**src/rtl/stepper_clock_gen.sv**
```systemverilog
// Four-phase computer clock generator with integrated one-hot instruction stepper
// and run / single-step / halt-at-instruction-end control.
module stepper_clock_gen #(
    parameter int QTR_CYCLES = 1,
    parameter int STEPS      = 7
) (
    input  logic             sys_clk,
    input  logic             reset,
    input  logic             run,
    input  logic             single,
    input  logic             step_req,
    input  logic             halt,
    output logic             clk,
    output logic             clk_d,
    output logic             clk_e,
    output logic             clk_s,
    output logic [STEPS-1:0] step,
    output logic             cycle_end,
    output logic             instr_end,
    output logic             halted
);

    localparam int QW = (QTR_CYCLES > 1) ? $clog2(QTR_CYCLES) : 1;
    localparam int IW = $clog2(STEPS);
    localparam logic [QW-1:0] QTR_LAST  = QW'(QTR_CYCLES - 1);
    localparam logic [IW-1:0] STEP_LAST = IW'(STEPS - 1);

    typedef enum logic {IDLE, RUN} state_t;

    state_t          state_q, state_d;
    logic [1:0]      phase_q, phase_d;
    logic [QW-1:0]   qcnt_q, qcnt_d;
    logic [IW-1:0]   idx_q, idx_d;
    logic            halted_q, halted_d;

    logic running, qtr_wrap, cyc_end, ins_end, start;

    assign running  = (state_q == RUN);
    assign qtr_wrap = (qcnt_q == QTR_LAST);
    assign cyc_end  = running && (phase_q == 2'd3) && qtr_wrap;
    assign ins_end  = cyc_end && (idx_q == STEP_LAST);
    // A step_req in free-run overrides a pending halted flag, acting as a restart.
    assign start    = single ? step_req : (run && (!halted_q || step_req));

    always_ff @(posedge sys_clk) begin
        if (reset) begin
            state_q  <= IDLE;
            phase_q  <= 2'd0;
            qcnt_q   <= '0;
            idx_q    <= '0;
            halted_q <= 1'b0;
        end else begin
            state_q  <= state_d;
            phase_q  <= phase_d;
            qcnt_q   <= qcnt_d;
            idx_q    <= idx_d;
            halted_q <= halted_d;
        end
    end

    always_comb begin
        state_d  = state_q;
        phase_d  = phase_q;
        qcnt_d   = qcnt_q;
        idx_d    = idx_q;
        halted_d = halted_q;
        case (state_q)
            IDLE: begin
                if (step_req) halted_d = 1'b0;
                if (start) begin
                    state_d = RUN;
                    phase_d = 2'd0;
                    qcnt_d  = '0;
                end
            end
            RUN: begin
                if (qtr_wrap) begin
                    qcnt_d  = '0;
                    phase_d = phase_q + 2'd1;
                end else begin
                    qcnt_d = qcnt_q + 1'b1;
                end
                // Mode inputs are only acted on at the cycle boundary so no cycle is truncated.
                if (cyc_end) begin
                    idx_d = (idx_q == STEP_LAST) ? '0 : idx_q + 1'b1;
                    if (ins_end && halt) begin
                        state_d  = IDLE;
                        halted_d = 1'b1;
                    end else if (single || !run) begin
                        state_d = IDLE;
                    end
                end
            end
            default: state_d = IDLE;
        endcase
    end

    assign clk       = running && !phase_q[1];
    assign clk_d     = running && (phase_q[1] ^ phase_q[0]);
    assign clk_e     = clk | clk_d;
    assign clk_s     = clk & clk_d;
    assign step      = STEPS'(1) << idx_q;
    assign cycle_end = cyc_end;
    assign instr_end = ins_end;
    assign halted    = halted_q;

endmodule

```
**config.mk**
```make
export PLATFORM = sky130hd
export DESIGN_NAME = stepper_clock_gen
export DESIGN_NICKNAME = d
export VERILOG_FILES = /design/src/rtl/stepper_clock_gen.sv
export SDC_FILE = /design/constraint.sdc
export NUM_CORES = 1
export LEC_CHECK = 0
export ABC_CLOCK_PERIOD_IN_PS = 1890
export CAP_MARGIN = 20
export CORE_AREA = 2 2 39 41
export DETAILED_ROUTE_END_ITERATION = 8
export DIE_AREA = 0 0 41 43
export PLACE_DENSITY = 0.7
export SLEW_MARGIN = 20
export SYNTH_ARGS = -nofsm -noshare
export SYNTH_HDL_FRONTEND = slang
export SYNTH_SLANG_ARGS = --single-unit
```
**constraint.sdc**
```tcl
create_clock -name sys_clk -period 1.89 [get_ports sys_clk]
set_input_delay 0.378 -clock sys_clk [delete_from_list [all_inputs] [get_ports sys_clk]]
set_output_delay 0.378 -clock sys_clk [all_outputs]
set_load 0.02 [all_outputs]
```
==> results of run 1 <==
## cell families after synthesis
kind of cell             synth area share (%)
buffers and inverters                    14.1
AND/OR/NAND/NOR                          29.3
AO/OA/AOI/OAI                            16.7
XOR/XNOR                                 2.01
adder cells (fa/ha/maj)                  5.75
flip-flops                               32.2
## final cells by class
cell class	count	area, um2
Fill cell	134	723
Multi-Input combinational cell	37	234
Timing Repair Buffer	24	216
Sequential cell	7	141
Clock buffer	4	26.3
Inverter	6	22.5
Tap cell	16	20.0
## flip-flops by register name, summed over array words and instances, names as in the netlist
signal / flops
halted: 1
idx_q: 3
phase_q: 2
running: 1
## per-stage QoR
stage	setup slack, ps	cell area (um2)	hold WS [ps]	total power (uW)
floorplan	390	435	479	207
finish	103	661	494	375
global placement	125	644	497	250
global route	11.5	661	565	395
CTS	8.23	658	504	383
detailed placement	112	644	495	252
## cells in the final DEF, fill, tap and decap left out, drive strengths merged, types with 3 or more instances in the layout
| cell | instances |
|---|---|
| nor3 | 3 |
| and2 | 3 |
| dfxtp | 7 |
| nand2 | 3 |
| buf | 5 |
| nor2 | 4 |
| inv | 6 |
| clkdlybuf4s50 | 7 |
| clkbuf | 4 |
| dlygate4sd2 | 11 |
## layer usage
layer	part of all wire [%]	GRT usage, %
met3	7.4	7.85
met4	0.77	6.00
met1	39	16.0
met2	53	23.4
met5	0	0
## worst min path at each step
stage	end	slack, ps
after floorplan	idx_q[2]	480
after global placement	halted	500
after detailed placement	halted	500
after CTS	halted	500
after global routing	halted	570
final	halted	490
## critical path: stages (launching register included)
cell	delay (ps)
dfxtp_1	320
inv_1	90
nor2_1	130
clkdlybuf4s50_1	610
## power groups by stage
| stage | Sequential (uW) | Combinational [uW] | Clock (uW) |
|---|---|---|---|
| after CTS | 159 | 83.5 | 140 |
| final | 159 | 83.2 | 133 |
| after floorplan | 163 | 44.4 | 0 |
| after detailed placement | 162 | 89.6 | 0 |
| after global routing | 160 | 92.0 | 143 |
| after global placement | 161 | 88.4 | 0 |
==> results by group, run 1 <==
Power and ir drop
  • Sw Share: 27.0%
  • Switching Power: a little over 100 uW
  • Clock share of power: ~35%
  • P_int: about 270 uW
  • Sequential share of power: 42.4%
  • Pwr per Cell Area: between 500 and 600 nW/um2
  • Lkg Pwr: ~0.00034 uW
  • Worst VDD drop: between 0.3 and 0.4 mV
  • Comb pwr share: between 20 and 25%

Floorplanning
  • Core area: 1380 um2
  • Starting density of the core: between 30% and 40%
  • Chip Width: approximately 41 um
  • Die area: roughly 1800 um2
  • FP Rows: 14
  • I/O pin total: 20
  • Die Y: 43 um

Placement
  • Dpl cells: 90
  • Detailed placement HPWL: around 830 um
  • Port bufs: 19
  • RePlAce Congestion: a little over 0.7

Critical path
  • Critical Path Start: running
  • R2R cell count: 4
  • Setup slack, reg-to-reg: around 500 ps
  • Crit Path Category: flip-flop to output pin
  • R2r endpoint: idx_q[2]
  • Required @ worst endpoint: 1510 ps
  • Worst Setup EP: clk
  • Max FO, Critical Path: 5
  • WP data arrival: between 1000 and 1500 ps
  • CP Capture Type: output pin
  • Startpoint types: flip-flop
  • Reg2reg start: idx_q[0]

Run status
  • Status: completed

Synth
  • Post-Syn Area: 435 um2
  • Post-synth top cells: 7 x dfxtp_1, 6 x inv_1, 4 x nor2_1, 3 x nand2_1, 3 x nor3_1
  • Synth area leaders: dfxtp_1 32%, ha_1 5.7%, inv_1 5.2%, nor3_1 3.4%, a211oi_1 3.4%
  • Top_reg_cell synth: dfxtp_1
  • Number of synthesized flops with an enable pin: 0
  • Asr flop ratio synth: 0%
  • Seq/Total Area, Yosys: approximately a third
  • Syn_area_per_cell: a little over 8 um2
  • Yosys synthesis warning count: 0
  • Mapped Nets: a little over 60
  • Distinct cells, synth: 27
  • #FFs+latches synth: 7
  • Post-Syn Instances: between 50 and 60
  • Yosys top cell area share: 32.2%
  • Largest area contributor in the netlist: dfxtp_1
  • Count leader, synth: dfxtp_1

Clocking
  • Cts hold-fix bufs: 0
  • Worst-path clk slew: roughly 50 ps
  • Clock sink count: 7
  • Setup bufs post-CTS: 0
  • TritonCTS Buffers: 3
  • Post-CTS resize count: 12
  • CTS tree: built
  • Clock root buffer: clkbuf_4
  • H-tree depth: 1
  • Clock buffer depth: 2
  • Later-pin clock latency in the skew report: roughly 250 ps

STA
  • Fin. Hold Viols: 0
  • Actual slew at the worst max-slew pin: between 200 and 300 ps
  • Final setup viols: 0
  • Worst Skew: about 4.0 ps
  • RSZ-0062 raised after global routing: no
  • Slew HR: 80.0%
  • Sum Neg Setup Slack: 0 ps
  • Final period util: a little over nine tenths
  • Fin crit period: 1790 ps
  • Final Max Slew Viols: 0
  • Max frequency: 560 MHz

Detailed routing
  • Via count: between 400 and 500
  • Via density: a little under 5
  • Detailed-route wire length: approximately 1000 um
  • Initial DRC Count: 7
  • Drt wl/cell: around 11 um
  • Initial DRT Pass Iterations: 4
  • Post-route ant nets: 0
  • Residual DRC count: 0

Global route
  • Global-route wire length before repair: about 1700 um
  • GRT Total Usage: roughly 15%
  • Initial antenna violation count: 0
  • Largest net degree at the start of global routing: 10
  • Gr ovfl total: 0
  • Vias in the first global route: 414

Hold path
  • Hold Path Class: flip-flop to flip-flop
  • Hold_sp: halted
  • Number of cells on the worst hold path: 2

Layout
  • Layout cell share with drive strength beyond 1: between 10% and 20%
  • Antenna Cells: 0
  • Area added between synthesis and finish: 51.7%
  • Fin nets: 87
  • Fin util: between 40% and 50%
  • Non-filler cells, final: between 90 and 100

Flow run
  • Max capacitance violation total: 0
(Power assumes the default switching activity.)
==> inputs of run 2 (changes only) <==
Settings changed: ABC_AREA from default to 1, PLACE_DENSITY 0.7 to 0.67.
==> results by group, run 2 <==
Critical path
  • Worst path cell trace: nor3_1 -> clkdlybuf4s50_1
  • Max FO, Critical Path: 5 (unchanged)
  • WP data arrival: 1430 ps (+20 ps)
  • R2r endpoint: idx_q[2]
  • Critical Path Start: idx_q[2]
  • Required @ worst endpoint: 1510 ps (about the same)
  • CP max-delay cell: clkdlybuf4s50_1
  • Reg2reg start: idx_q[2]
  • CP Capture Type: output pin
  • Crit Path Category: flip-flop to output pin
  • Setup slack, reg-to-reg: 790 ps (+290 ps)
  • Crit-path leading delay family: buffers and inverters
  • R2R cell count: 5 (+1)
  • Slowest Stage Delay on Critical Path: 630 ps (+20 ps)
  • CP bufs+invs: 1 (-1)
  • Startpoint types: flip-flop

STA
  • Setup ws final: 85.6 ps (-17.4 ps)
  • Final setup viols: 0 (unchanged)
  • Sum Neg Setup Slack: 0 ps (unchanged)
  • Max frequency: 554 MHz (-0.97%)
  • Fin. Hold Viols: 0 (unchanged)
  • Final period util: 95.5% (+0.92 points)
  • Slew HR: 85.7% (+5.8 points)
  • Actual slew at the worst max-slew pin: 212 ps (-87.6 ps)
  • RSZ-0062 raised after global routing: no
  • Worst Skew: 2.63 ps (-1.32 ps)
  • Final Max Slew Viols: 0 (unchanged)
  • Fin crit period: 1800 ps (+17.4 ps)

Run status
  • Status: completed

Detailed routing
  • Detailed-route wire length: 883 um (-16%)
  • Initial DRT Pass Iterations: 4 (unchanged)
  • Initial DRC Count: 8 (+1)
  • Via count: 460 (+1.3%)
  • Via density: 4.69 (-2.8%)
  • Post-route ant nets: 0 (unchanged)
  • Residual DRC count: 0 (unchanged)
  • Drt wl/cell: 9.01 um (-19%)

Layout
  • Largest register FFs: 3 (unchanged)
  • Fin util: 45.9% (-1.8 points)
  • Top flop regs: idx_q (3), phase_q (2)
  • Antenna Cells: 0 (unchanged)
  • Most frequent cells in the layout: 10 x nand2_1, 9 x inv_1, 9 x dlygate4sd2_1
  • Area added between synthesis and finish: 57.8%
  • Layout cell share with drive strength beyond 1: 15.9% (+1.8 points)
  • Biggest register: idx_q
  • Fin nets: 91 (+4.6%)
  • Final design area excluding fillers: 636 um2 (-3.8%)
  • Commonest non-fill, non-tap cell in the layout: nand2_1

Hold path
  • Hold Path Class: flip-flop to flip-flop
  • Number of cells on the worst hold path: 1 (-1)
  • Hold_sp: phase_q[0]
  • Hold Path Sink: phase_q[0]

Clocking
  • TritonCTS Buffers: 3 (unchanged)
  • Clock root buffer: clkbuf_4
  • Worst-path clk slew: 50 ps (about the same)
  • Post-CTS resize count: 10 (-2)
  • H-tree depth: 1 (unchanged)
  • Clock sink count: 7 (unchanged)
  • CTS tree: built
  • Cts hold-fix bufs: 0 (unchanged)
  • Clock buffer depth: 2 (unchanged)
  • Later-pin clock latency in the skew report: 250 ps (about the same)
  • Setup bufs post-CTS: 0 (unchanged)

Synth
  • Yosys synthesis warning count: 0 (unchanged)
  • Post-Syn Area: 403 um2 (-7.5%)
  • Yosys top cell area share: 34.8% (+2.6 points)
  • Syn_area_per_cell: 6.83 um2 (-15%)
  • Mux cell area share after synthesis: 0% (unchanged)
  • Top_reg_cell synth: dfxtp_1
  • #FFs+latches synth: 7 (unchanged)
  • Largest area contributor in the netlist: dfxtp_1
  • Synth area leaders: dfxtp_1 35%, nand2_1 9.3%, inv_1 8.4%, a21oi_1 6.2%, ha_1 6.2%
  • Mapped Nets: 67 (+8.1%)
  • Post-synthesis compound-gate area fraction: 15.5% (-1.1 points)
  • Post-Syn Instances: 59 (+9.3%)
  • Count leader, synth: nand2_1
  • Adder-cell share of the synthesized area: 6.21% (+0.46 points)
  • Seq/Total Area, Yosys: 34.8% (+2.6 points)
  • Post-synthesis simple-gate area fraction: 32.3% (+3.0 points)
  • Largest family of logic cells by synthesized area: simple AND/OR/NAND/NOR gates
  • Number of synthesized flops with an enable pin: 0 (unchanged)
  • Asr flop ratio synth: 0% (unchanged)
  • Synth Area in XOR/XNOR: 0% (-2.0 points)
  • Distinct cells, synth: 18 (-33%)
  • Post-synth top cells: 10 x nand2_1, 9 x inv_1, 7 x dfxtp_1, 6 x nor2_1, 5 x a21oi_1

Placement
  • Placement Setup Slack: 107 ps (-4.89 ps)
  • Port bufs: 19 (unchanged)
  • Detailed placement HPWL: 728 um (-13%)
  • RePlAce Congestion: 0.672 (-7.5%)
  • Dpl cell area: 613 um2 (-4.9%)

Flow run
  • Max capacitance violation total: 0 (unchanged)

Global route
  • Gr ovfl total: 0 (unchanged)
  • GRT Total Usage: 12.2% (-2.7 points)
  • Global-route wire length before repair: 1440 um (-17%)
  • Vias in the first global route: 380 (-8.2%)
  • Grt peak-use layer: met2
  • M1 GR Usage: 14.5% (-1.5 points)
  • Initial antenna violation count: 0 (unchanged)
  • Largest net degree at the start of global routing: 8 (-2)
  • Global-route met3 utilization: 3.14% (-4.7 points)
  • GR Layer Usage met2: 18.4% (-5.0 points)

Power and ir drop
  • Lkg Pwr: 0.000364 uW (+7.6%)
  • Worst VDD drop: 0.342 mV (-6.1%)
  • Pwr per Cell Area: 558 nW/um2 (-1.7%)
  • Total power: 355 uW (-5.5%)

Floorplanning
  • FP Rows: 14 (unchanged)
  • Die Y: 43 um (unchanged)
  • I/O pin total: 20 (unchanged)
  • Starting density of the core: 29.1% (-2.4 points)
  • Core area: 1380 um2 (unchanged)
  • Die area: 1760 um2 (unchanged)
  • Chip Width: 41 um (unchanged)
==> run 2: power breakdown <==
part | internal (uW) | total (uW) | switching [uW]
Clock | 80.6 | 136 | 55.8
Sequential | 154 | 160 | 6.16
Combinational | 27.0 | 58.3 | 31.3
==> run 2: layout make-up <==
cell class	instances	area (um2)
flip-flops and latches	7	143
multi-input cells	40	218
inverters	12	45.0
clock buffers	4	26.3
fillers	153	748
repair buffers	19	184
well taps	16	20.0
==> run 2: how the worst max path moves through the flow <==
stage | to | slack (ps) | depth (start not counted)
2_1_floorplan | clk_s | 360 | 4
3_3_place_gp | clk_s | 120 | 4
3_5_place_dp | clk_s | 110 | 4
4_1_cts | clk | 10 | 3
5_1_grt | step[0] | 10 | 2
6_report | step[0] | 90 | 2
==> run 2: logic make-up after synthesis <==
kind of cell | count (synthesis)
AND/OR/NAND/NOR | 27
buffers and inverters | 12
AO/OA/AOI/OAI | 11
flip-flops | 7
adder cells (fa/ha/maj) | 2
==> run 2: per-stage QoR <==
stage / hold slack, ps / instances
2_1_floorplan: 432 / 59
3_3_place_gp: 449 / 94
3_5_place_dp: 455 / 94
4_1_cts: 463 / 98
5_1_grt: 479 / 98
6_report: 457 / 98
==> run 2: per-layer routing <==
layer / vias up / wire, um
met3: 3 / 90
met1: 198 / 380
met4: 0 / 27
li1: 234 / -
met5: - / 0
met2: 25 / 384
